## src/rtl/y86_fetch_stage.sv

```systemverilog
// y86_fetch_stage: Y86 fetch front end with PC register, instruction aligner/splitter, next-PC predictor and IF/ID register
// Ports:
//   clk, rst (async, active-low)
//   rom_addr_o / rom_data_i : instruction ROM address and the six bytes at that address (byte0 in [47:40])
//   stall_i, flush_i, redirect_i, redirect_pc_i : pipeline control
//   id_* : IF/ID register contents, fields fully split for decode
//   halted_o : fetch stopped after a halt or invalid instruction was passed on
// Build option: define Y86_BRANCH_PREDICT_EN to predict jXX taken (default: not-taken).
module y86_fetch_stage #(
  parameter int                    PC_WIDTH = 32,
  parameter logic [PC_WIDTH-1:0]   RESET_PC = '0
) (
  input  logic                clk,
  input  logic                rst,
  output logic [PC_WIDTH-1:0] rom_addr_o,
  input  logic [47:0]         rom_data_i,
  input  logic                stall_i,
  input  logic                flush_i,
  input  logic                redirect_i,
  input  logic [PC_WIDTH-1:0] redirect_pc_i,
  output logic                id_valid,
  output logic [PC_WIDTH-1:0] id_pc,
  output logic [3:0]          id_icode,
  output logic [3:0]          id_ifun,
  output logic [3:0]          id_rA,
  output logic [3:0]          id_rB,
  output logic [31:0]         id_valC,
  output logic [PC_WIDTH-1:0] id_valP,
  output logic                id_pred_taken,
  output logic                id_invalid,
  output logic                halted_o
);
  typedef struct packed {
    logic                valid;
    logic [PC_WIDTH-1:0] pc;
    logic [3:0]          icode;
    logic [3:0]          ifun;
    logic [3:0]          ra;
    logic [3:0]          rb;
    logic [31:0]         valc;
    logic [PC_WIDTH-1:0] valp;
    logic                pred;
    logic                invalid;
  } ifid_t;

  logic [PC_WIDTH-1:0] pc_q, pc_d, next_pc;
  logic                halted_q, halted_d;
  ifid_t               id_q, id_d, fetched, bubble;
  logic [3:0]          icode;
  logic [2:0]          len;
  logic                has_regs, taken, invalid;
  logic [31:0]         valc;

  always_comb begin
    icode    = rom_data_i[47:44];
    invalid  = icode > 4'hB;
    len      = (icode inside {4'h7, 4'h8})       ? 3'd5 :
               (icode inside {4'h3, 4'h4, 4'h5}) ? 3'd6 :
               (icode inside {4'h2, 4'h6, 4'hA, 4'hB}) ? 3'd2 : 3'd1;
    has_regs = icode inside {4'h2, 4'h3, 4'h4, 4'h5, 4'h6, 4'hA, 4'hB};
    // valC is little-endian: the lowest-addressed constant byte is the LSB
    valc     = (icode inside {4'h7, 4'h8})       ? {rom_data_i[15:8], rom_data_i[23:16], rom_data_i[31:24], rom_data_i[39:32]} :
               (icode inside {4'h3, 4'h4, 4'h5}) ? {rom_data_i[7:0], rom_data_i[15:8], rom_data_i[23:16], rom_data_i[31:24]} : '0;
`ifdef Y86_BRANCH_PREDICT_EN
    taken    = icode == 4'h8 || icode == 4'h7;
`else
    taken    = icode == 4'h8;
`endif
    fetched.valid   = 1'b1;
    fetched.pc      = pc_q;
    fetched.icode   = icode;
    fetched.ifun    = rom_data_i[43:40];
    fetched.ra      = has_regs ? rom_data_i[39:36] : 4'hF;
    fetched.rb      = has_regs ? rom_data_i[35:32] : 4'hF;
    fetched.valc    = valc;
    fetched.valp    = pc_q + PC_WIDTH'(len);
    fetched.pred    = taken;
    fetched.invalid = invalid;
    next_pc         = taken ? PC_WIDTH'(valc) : fetched.valp;
    bubble       = '0;
    bubble.icode = 4'h1;
    bubble.ra    = 4'hF;
    bubble.rb    = 4'hF;
  end

  // redirect > stall > flush > halted > normal; a flushed slot never sets halted
  always_comb begin
    pc_d     = pc_q;
    halted_d = halted_q;
    id_d     = id_q;
    if (redirect_i) begin
      pc_d     = redirect_pc_i;
      halted_d = 1'b0;
      id_d     = bubble;
    end else if (!stall_i) begin
      if (flush_i) begin
        id_d = bubble;
        pc_d = next_pc;
      end else if (halted_q) begin
        id_d = bubble;
      end else begin
        id_d     = fetched;
        pc_d     = next_pc;
        halted_d = icode == 4'h0 || invalid;
      end
    end
  end

  always_ff @(posedge clk or negedge rst) begin
    if (!rst) begin
      pc_q     <= RESET_PC;
      halted_q <= 1'b0;
      id_q     <= bubble;
    end else begin
      pc_q     <= pc_d;
      halted_q <= halted_d;
      id_q     <= id_d;
    end
  end

  assign rom_addr_o    = pc_q;
  assign halted_o      = halted_q;
  assign id_valid      = id_q.valid;
  assign id_pc         = id_q.pc;
  assign id_icode      = id_q.icode;
  assign id_ifun       = id_q.ifun;
  assign id_rA         = id_q.ra;
  assign id_rB         = id_q.rb;
  assign id_valC       = id_q.valc;
  assign id_valP       = id_q.valp;
  assign id_pred_taken = id_q.pred;
  assign id_invalid    = id_q.invalid;
endmodule

```

## config.mk

```make
export PLATFORM = sky130hd
export DESIGN_NAME = y86_fetch_stage
export DESIGN_NICKNAME = d
export VERILOG_FILES = /design/src/rtl/y86_fetch_stage.sv
export SDC_FILE = /design/constraint.sdc
export NUM_CORES = 1
export LEC_CHECK = 0
export ABC_AREA = 1
export CELL_PAD_IN_SITES_DETAIL_PLACEMENT = 1
export CELL_PAD_IN_SITES_GLOBAL_PLACEMENT = 2
export CORE_MARGIN = 3
export CORE_UTILIZATION = 27
export CTS_CLUSTER_SIZE = 10
export DETAILED_ROUTE_END_ITERATION = 6
export HOLD_SLACK_MARGIN = 0.08
export PLACE_DENSITY = 0.84
export SLEW_MARGIN = 10
export SYNTH_ARGS = -nofsm -noshare
export SYNTH_HDL_FRONTEND = slang
export SYNTH_SLANG_ARGS = --single-unit
```

## constraint.sdc

```tcl
create_clock -name clk -period 2.4 [get_ports clk]
set_input_delay 0.36 -clock clk [delete_from_list [all_inputs] [get_ports clk]]
set_output_delay 0.36 -clock clk [all_outputs]
set_load 0.02 [all_outputs]
```

Word level (Yosys, flattened, before mapping)
Index checks and enable logic that the tools add are counted.
- logic and storage cells: 54
- register bits: 148
- equality and inequality tests: 12
- magnitude comparators: 1
- mux-type cells: 20
- add/subtract/negate cells: 1
- reductions and logical operators: 8
- operator list (operator ; number):
    2-to-1 mux 115 bit ; 4
    2-to-1 mux 32 bit ; 7
    adder 32 x 3 -> 32 bit ; 1
    == test 4 x 3 -> 1 bit (second input constant) ; 4
    == test 4 bit (second input constant) ; 3
    == test 4 x 2 -> 1 bit (second input constant) ; 2
    2-to-1 mux 4 bit ; 2
    nonzero test 7 bit ; 1
    2-to-1 mux 3 bit ; 2
    > comparator 4 bit (second input constant) ; 1
    logical NOT 4 bit ; 1
    2-to-1 mux 1 bit ; 4
    inequality test 2 x 1 -> 1 bit (second input constant) ; 2
    AND reduction 2 bit ; 2
    nonzero test 4 bit ; 1
    inequality test 3 bit (second input constant) ; 1
    nonzero test 3 bit ; 1
    2-to-1 mux 2 bit ; 1
    nonzero test 2 bit ; 1
    logical OR 1 bit ; 1

Longest topological paths before layout
Gate-level depths: netlist (run 1).
- word-level depth: 11
- depth in mapped cells: 18
- gate-level depth less buffers: 16

Least setup slack after synthesis (run 1)
OpenSTA, ideal clock, no wires.
- path kind: input -> register
- start point: in rom_data_i[47]
- end point: reg pc_q[6] (netlist: rom_addr_o[6])
- stages on the path: 13
- arrival: 2.467 ns
- required time: 2.271 ns
- library setup time: 0.129 ns
- setup slack: -0.196 ns
- path buffers: 0
- cells stage by stage: inv_1 -> nand2_1 -> o22ai_1 -> inv_1 -> ha_1 -> fa_1 -> nand3_1 -> nand2_2 -> nand2_4 -> xor2_1 -> nor2_1 -> o21ai_0 -> o21ai_0
- word-level cells in the longest chain between the ends: 11
- elaborated cells between the ends (all ways): 23
- classes of those cells: add/sub (1); eq/ne (9); mux (10); reduce/logical (3)
- ends and longest elaborated chain (item ; RTL line ; RTL):
    start: declaration ; 16 ; input logic [47:0] rom_data_i,
    == test 4 x 2 -> 1 bit, or another cell as far along ; 59 ; (icode inside {4'h2, 4'h6, 4'hA, 4'hB}) ? 3'd2 : 3'd1;
    nonzero test 4 bit ; 59 ;
    2-to-1 mux 2 bit ; 59 ;
    2-to-1 mux 3 bit ; 58 ; (icode inside {4'h3, 4'h4, 4'h5}) ? 3'd6 :
    2-to-1 mux 3 bit ; 57 ; len = (icode inside {4'h7, 4'h8}) ? 3'd5 :
    adder 32 x 3 -> 32 bit ; 76 ; fetched.valp = pc_q + PC_WIDTH'(len);
    2-to-1 mux 32 bit (*) ; 79 ; next_pc = taken ? PC_WIDTH'(valc) : fetched.valp;
    2-to-1 mux 32 bit ; 99 ; end else if (halted_q) begin
    2-to-1 mux 32 bit (*) ; 96 ; if (flush_i) begin
    2-to-1 mux 32 bit (*) ; 95 ; end else if (!stall_i) begin
    2-to-1 mux 32 bit (*) ; 91 ; if (redirect_i) begin
    end signal: assignment ; 115 ; pc_q <= pc_d;
    end: declaration ; 46 ; logic [PC_WIDTH-1:0] pc_q, pc_d, next_pc;
Every way passes the cells marked *; elsewhere a longest branch is shown, timed or not. The select of a mux whose other input is x is not followed.
A chain may end at the register's enable or synchronous reset.

Worst setup path after layout (run 1)
- start point: in rom_data_i[44]
- end point: reg pc_q[11] (netlist: rom_addr_o[11])
The elaborated chain is that of the path after synthesis.

==> flow_summary.yaml, run 1 <==
status:
  status: "finished, final reports clean"
power:
  switchingPower_mw: 2.64
  p_comb_share_pct: 25.4
  peakVddDrop_mv: 0.282
  p_int_mw: 4.84
  pwr-share-clk_pct: 35.8
  p_leak_nw: 5.08
  switching_share_pct: 35.3
  p_per_area_nw_per_um2: 666
  seqPwrFrac_pct: 38.8
clock_tree:
  cts.path.max_buffers: 2
  htreeDepth: 4
  clk_pin_slew_ns: 0.07
  numCtsBuffers: 17
  cts_root_buf: "clkbuf_16"
  cts_tree: "yes"
  clock-sinks: 148
  postCtsSetupBuffers: 0
  clk-insertion-delay-late_ns: 0.44
logic_synthesis:
  synth_mux_area_share_pct: 0
  syn_inst: 951
  synth_edf_count: 0
  syn_nets: 1040
  yosysWarnings: 0
  ys_seq_area_share_pct: 48.8
  synth_area_per_cell_sq_um: 8.01
  synth_common_cells: "216 x nand2_1, 139 x dfrtp_1, 115 x o21ai_0, 91 x nor2_1, 83 x inv_1"
  synthFlopType: "dfrtp_1"
  synth_area_leaders: "dfrtp_1 46%, nand2_1 11%, o21ai_0 7.6%, nor2_1 4.5%, a21oi_1 4.3%"
  synth_top_area_cell: "dfrtp_1"
  synth_compound_area_share_pct: 20.3
  post-synth-top-area-fraction_pct: 45.6
  yosys.area_share.simple_pct: 21.0
  syn_area_sq_um: 7620
  yosys.area_share.adder_pct: 0.755
  synthMostInstantiatedCell: "nand2_1"
  synthArstFlopShare_pct: 100
  synth_top_family_by_area: "simple AND/OR/NAND/NOR gates"
  synth_xor_area_share_pct: 1.38
  ys_seq_elements: 148
  ys_types: 36
setup_path:
  critical_path_arrival_ns: 2.61
  crit_fanout: 6
  rrSetupSlack_ns: 0.48
  critical_path_required_ns: 2.72
  critPathMaxStageDelay_ns: 0.51
  path_cells: "clkdlybuf4s50_1, inv_1, nand2_2, nor2_4, nor2_4, nand2_2, ha_4, nand2_1, nand2_1, nor2_4, nor2_4, xor2_2, nor2_1, o21ai_1, nand2_1"
  critPathTopFamily: "simple AND/OR/NAND/NOR gates"
  start_kind: "input pin"
  cp_slowest_cell: "clkdlybuf4s50_1"
  cp_common_cell: "nor2_4"
  path_class: "in -> reg"
  crit_buf_inv: 2
  endpoint_kind: "flip-flop"
floorplanning:
  die_h_um: 174
  rows: 60
  core-area_sq_um: 27300
  ioPinCount: 233
  die_area_sq_um: 30300
  initial_utilization_pct: 27.9
  die-width_um: 174
hold_path:
  hp-class: "in -> reg"
global_routing:
  grt_pass1_vias: 8149
  antenna_found_initial: 1
  grt-ovfl-total: 0
  grt_pass1_wl_mm: 49.9
  grt_max_degree: 96
  track_usage_pct: 21.4
routing:
  ant_nets: 0
  num_vias: 7627
  wl_mm: 32.9
  routedWlPerCell_um: 20.9
  drcViolationCount: 0
  via_per_inst: 4.84
  first_pass_iters: 5
  drt_iter0_drc: 405
sta:
  max_slew.worst_pin.slew_ns: 0.648
  maxSlewHeadroom_pct: 56.8
  finalSetupViolations: 0
  drv_slew: 0
  period_share_pct: 95.3
  finalWorstSetupSlack_ns: 0.114
  final.min_clock_period_ns: 2.29
  clock.fmax_ghz: 0.437
  skew_ns: 0.0100
  finalHoldViolations: 0
final_layout:
  area_growth_syn_to_layout_pct: 47.4
  drive_above_1_share_pct: 11.0
  num_antenna_cells: 0
  post-route-util_pct: 41.1
  final.fill_count: 3241
  final_nets: 1280
placed_design:
  gp_congestion: 0.886
  hpwl_mm: 24.6
  io_buffer_count: 232
  post-place-ws_ns: -0.592
flow_run:
  cap_violations: 0
tightest hold or removal path: cells and delay by family:
| family | cells | cell delay (ns) |
|---|---|---|
| buffers and inverters | 2 | 0.21 |
| AOI/OAI and AO/OA | 1 | 0.09 |
area by class of cell:
class / instances / area [sq um] / share of cell area, %
tap: 372 / 465 / 4.14
timing repair buffer: 271 / 2710 / 24.1
inverter: 89 / 334 / 2.97
clock inverter: 15 / 143 / 1.27
sequential: 148 / 3710 / 33.1
clock buffer: 17 / 425 / 3.79
multi-input combinational: 664 / 3440 / 30.7
cell usage in the layout (no fill, tap or decap), types with 8 or more instances in the layout:
master	n
nand3_1	45
nand2_2	11
a21oi_1	65
nand2_1	208
clkbuf_16	17
dfrtp_1	139
nor3_1	8
a22o_1	26
buf_4	31
a21o_1	11
o21ai_1	10
nor2_4	11
a21boi_0	14
inv_1	82
dfstp_2	9
nor2_1	86
o211ai_1	10
clkdlybuf4s50_1	228
o21ai_0	114
power by group through the flow:
| stage | clock (mW) | sequential, mW | combinational, mW |
|---|---|---|---|
| 2_1_floorplan | 0 | 3.08 | 0.673 |
| 3_3_place_gp | 0 | 2.94 | 1.82 |
| 3_5_place_dp | 0 | 2.94 | 1.85 |
| 4_1_cts | 2.74 | 2.90 | 1.87 |
| 5_1_grt | 2.83 | 2.93 | 2.06 |
| 6_report | 2.68 | 2.90 | 1.90 |
final timing paths:
kind                           startpoint              to  depth (start not counted)
setup reg to reg            rom_addr_o[1]  rom_addr_o[11]                          9
hold / removal             rom_data_i[47]     id_icode[3]                          3
hold reg to reg               id_valP[24]     id_valP[24]                          1
min in group asynchronous             rst     id_valC[28]                          2
setup / recovery           rom_data_i[44]  rom_addr_o[11]                         15
max in group asynchronous             rst        id_rB[3]                          3
metal layers:
| layer | global-route usage, % | vias up | share of wire [%] |
|---|---|---|---|
| met1 | 29.4 | 3794 | 47 |
| met5 | 0 | - | 0.030 |
| li1 | - | 3606 | - |
| met2 | 33.5 | 198 | 45 |
| met4 | 4.62 | 2 | 1.1 |
| met3 | 6.36 | 27 | 6.7 |
what timing repair did:
action,in CTS,in global routing
cloned,0,0
endpoints found under the setup margin,19,55
pin swaps,1,7
resized for setup,7,28
endpoints found under the hold margin,46,0
hold buffers,1,0
cells by family (layout without fill, tap and decap cells):
| kind of cell | after synthesis | in the layout |
|---|---|---|
| AOI/OAI and AO/OA | 265 | 265 |
| xor gates and xnor gates | 12 | 12 |
| adders and majority gates | 4 | 4 |
| buffers and inverters | 139 | 392 |
| DFF | 148 | 148 |
| and+or+nand+nor | 383 | 383 |
sequential cells by signal, indices dropped and copies added (netlist names):
register and cells:
halted_o 1, id_icode 4, id_ifun 4, id_invalid 1
id_pc 32, id_pred_taken 1, id_rA 4, id_rB 4
id_valC 32, id_valP 32, id_valid 1, rom_addr_o 32
stage by stage:
stage / cell area, sq um / power [mW] / hold slack (ns) / TNS, ns / std cells
after CTS: 11100 / 7.51 / 0.430 / -0.00865 / 1576
final: 11200 / 7.48 / 0.269 / 0 / 1576
after global routing: 11200 / 7.82 / 0.284 / -0.0287 / 1576
after detailed placement: 10500 / 4.79 / 0.346 / -24.94 / 1543
after global placement: 10500 / 4.76 / 0.340 / -21.82 / 1543
after floorplan: 7630 / 3.75 / 0.0644 / 0 / 951
Power figures use the tool's default switching activity.
==> run 2, diff against run 1 <==
- clock period: 2.4 -> 2.5 ns (I/O delays scaled with it)
==> run 2 against run 1 <==
Register-to-register slack better by 0.06 ns. Final cell count up 0.13%. Setup slack better by 0.050 ns. Die area unchanged. Power down 4.1%. Global-route usage up 0.052 points. Sequential cell count unchanged. Core utilization up 0.055 points. Clock power down 4%. First-iteration DRC count down 4.4%. Design area up 0.13%. Highest routed layer unchanged.
==> flow_summary.yaml, run 2 (synthesis results as in run 1) <==
status:
  status: "finished, final reports clean"
global_routing:
  track_usage_pct: 21.5
  grt_pass1_wl_mm: 50.3
  grt-ovfl-total: 0
  grt_max_degree: 70
  antenna_found_initial: 1
  grt_pass1_vias: 8224
sta:
  worst_hold_slack_ns: 0.323
  drv_slew: 0
  fin_setup_tns_ns: 0
  skew_ns: 0.0116
  period_share_pct: 93.5
  maxSlewHeadroom_pct: 67.8
  max_slew.worst_pin.slew_ns: 0.482
  final.min_clock_period_ns: 2.34
  rsz0062_at_grt: "false"
  finalHoldViolations: 0
  finalSetupViolations: 0
  clock.fmax_ghz: 0.428
setup_path:
  cp_slowest_cell: "clkdlybuf4s50_1"
  crit_fanout: 10
  rr_worst_depth: 10
  start_kind: "input pin"
  critPathMaxStageDelay_ns: 0.51
  worstSetupPathDepth: 12
  crit_buf_inv: 3
  path_class: "in -> reg"
  critical_path_required_ns: 2.81
  path_cells: "clkdlybuf4s50_1, inv_1, o22ai_2, buf_4, ha_1, nand3_1, nand3_1, nand2_1, xor2_1, nor2_1, o21ai_0, o21ai_0"
  critPathTopFamily: "buffers and inverters"
  endpoint_kind: "flip-flop"
  critical_path_arrival_ns: 2.64
clock_tree:
  cts_root_buf: "clkbuf_16"
  htreeDepth: 4
  clock-sinks: 148
  clk-insertion-delay-late_ns: 0.43
  numCtsBuffers: 17
  cts_tree: "yes"
  cts.path.max_buffers: 2
  clk_pin_slew_ns: 0.07
power:
  finalPower_mw: 7.17
  p_comb_share_pct: 25.2
  switchingPower_mw: 2.46
  pwr-share-clk_pct: 35.9
  switching_share_pct: 34.4
  p_per_area_nw_per_um2: 638
  p_int_mw: 4.71
  seqPwrFrac_pct: 38.9
  peakVddDrop_mv: 0.298
  p_leak_nw: 5.07
placed_design:
  hpwl_mm: 24.7
  io_buffer_count: 232
  placed_area_sq_um: 10500
  gp_congestion: 0.893
  dp.cells: 1543
final_layout:
  most-common-layout-cells: "230 x clkdlybuf4s50_1, 211 x nand2_1, 139 x dfrtp_1, 114 x o21ai_0, 87 x nor2_1"
  final_common_cell: "clkdlybuf4s50_1"
  fin_area_sq_um: 11200
  area_growth_syn_to_layout_pct: 47.6
  final_nets: 1282
  num_antenna_cells: 0
  drive_above_1_share_pct: 10.6
  final_cells: 1578
routing:
  num_vias: 7686
  via_per_inst: 4.87
  routedWlPerCell_um: 20.6
  ant_nets: 0
  drt_iter0_drc: 387
  first_pass_iters: 4
  wl_mm: 32.6
  drcViolationCount: 0
hold_path:
  hp-class: "in -> reg"
  holdPathStages: 3
floorplanning:
  rows: 60
  die_area_sq_um: 30300
  die_h_um: 174
  core-area_sq_um: 27300
  ioPinCount: 233
  die-width_um: 174
  initial_utilization_pct: 27.9
flow_run:
  cap_violations: 0
## run 2: path summary, 6_finish.rpt
check | startpoint | to | slack [ns]
max | rom_data_i[45] | rom_addr_o[5] | 0.16
min | rom_data_i[46] | id_invalid | 0.32
max reg2reg | rom_addr_o[0] | rom_addr_o[10] | 0.54
min reg2reg | id_valP[29] | id_valP[29] | 0.48
max in group asynchronous | rst | id_rA[3] | 1.37
min in group asynchronous | rst | id_valC[26] | 0.42
## run 2: power groups by stage
| stage | clock network, mW | logic, mW | registers [mW] |
|---|---|---|---|
| CTS | 2.63 | 1.79 | 2.79 |
| finish | 2.58 | 1.81 | 2.79 |
| global placement | 0 | 1.75 | 2.82 |
| global route | 2.74 | 1.98 | 2.82 |
| detailed placement | 0 | 1.78 | 2.83 |
| floorplan | 0 | 0.646 | 2.96 |
## run 2: cell type report
cell class,instances,area (sq um)
clock buffer,19,464
sequential,148,3710
fill,3240,16100
timing repair buffer,273,2740
clock inverter,13,110
tap,372,465
multi-input combinational,664,3420
inverter,89,334
## run 2: worst reg2reg max path, cell delays in order (launching register included)
cell     delay [ns]
dfrtp_1        0.41
ha_1           0.25
fa_2           0.38
nand3_2        0.12
nand2_4        0.09
nand2_4        0.12
nor2_4         0.07
xor2_1         0.22
nand2_1        0.08
nand2_1        0.06
a21oi_1        0.06
## run 2: per-layer routing
metal | GRT usage, % | routed length, um | up-vias
met1 | 29.7 | 15400 | 3833
met4 | 4.02 | 282 | 2
met3 | 5.83 | 2050 | 19
li1 | - | - | 3618
met5 | 0 | 13 | -
met2 | 34.1 | 14800 | 214
## run 2: repair_timing
item / CTS / global route
resized for setup: 6 / 20
hold endpoints to repair: 42 / 0
setup endpoints to repair: 5 / 53
setup buffers: 0 / 2
hold buffers: 1 / 0
pin swaps: 0 / 3
## run 2: through the flow
| step | setup WS, ns | utilization, % |
|---|---|---|
| floorplan | 0.111 | - |
| global placement | -0.403 | 38.5 |
| detailed placement | -0.493 | 38.5 |
| CTS | 0.0150 | 40.7 |
| global route | 0.00131 | 41.2 |
| finish | 0.164 | 41.2 |
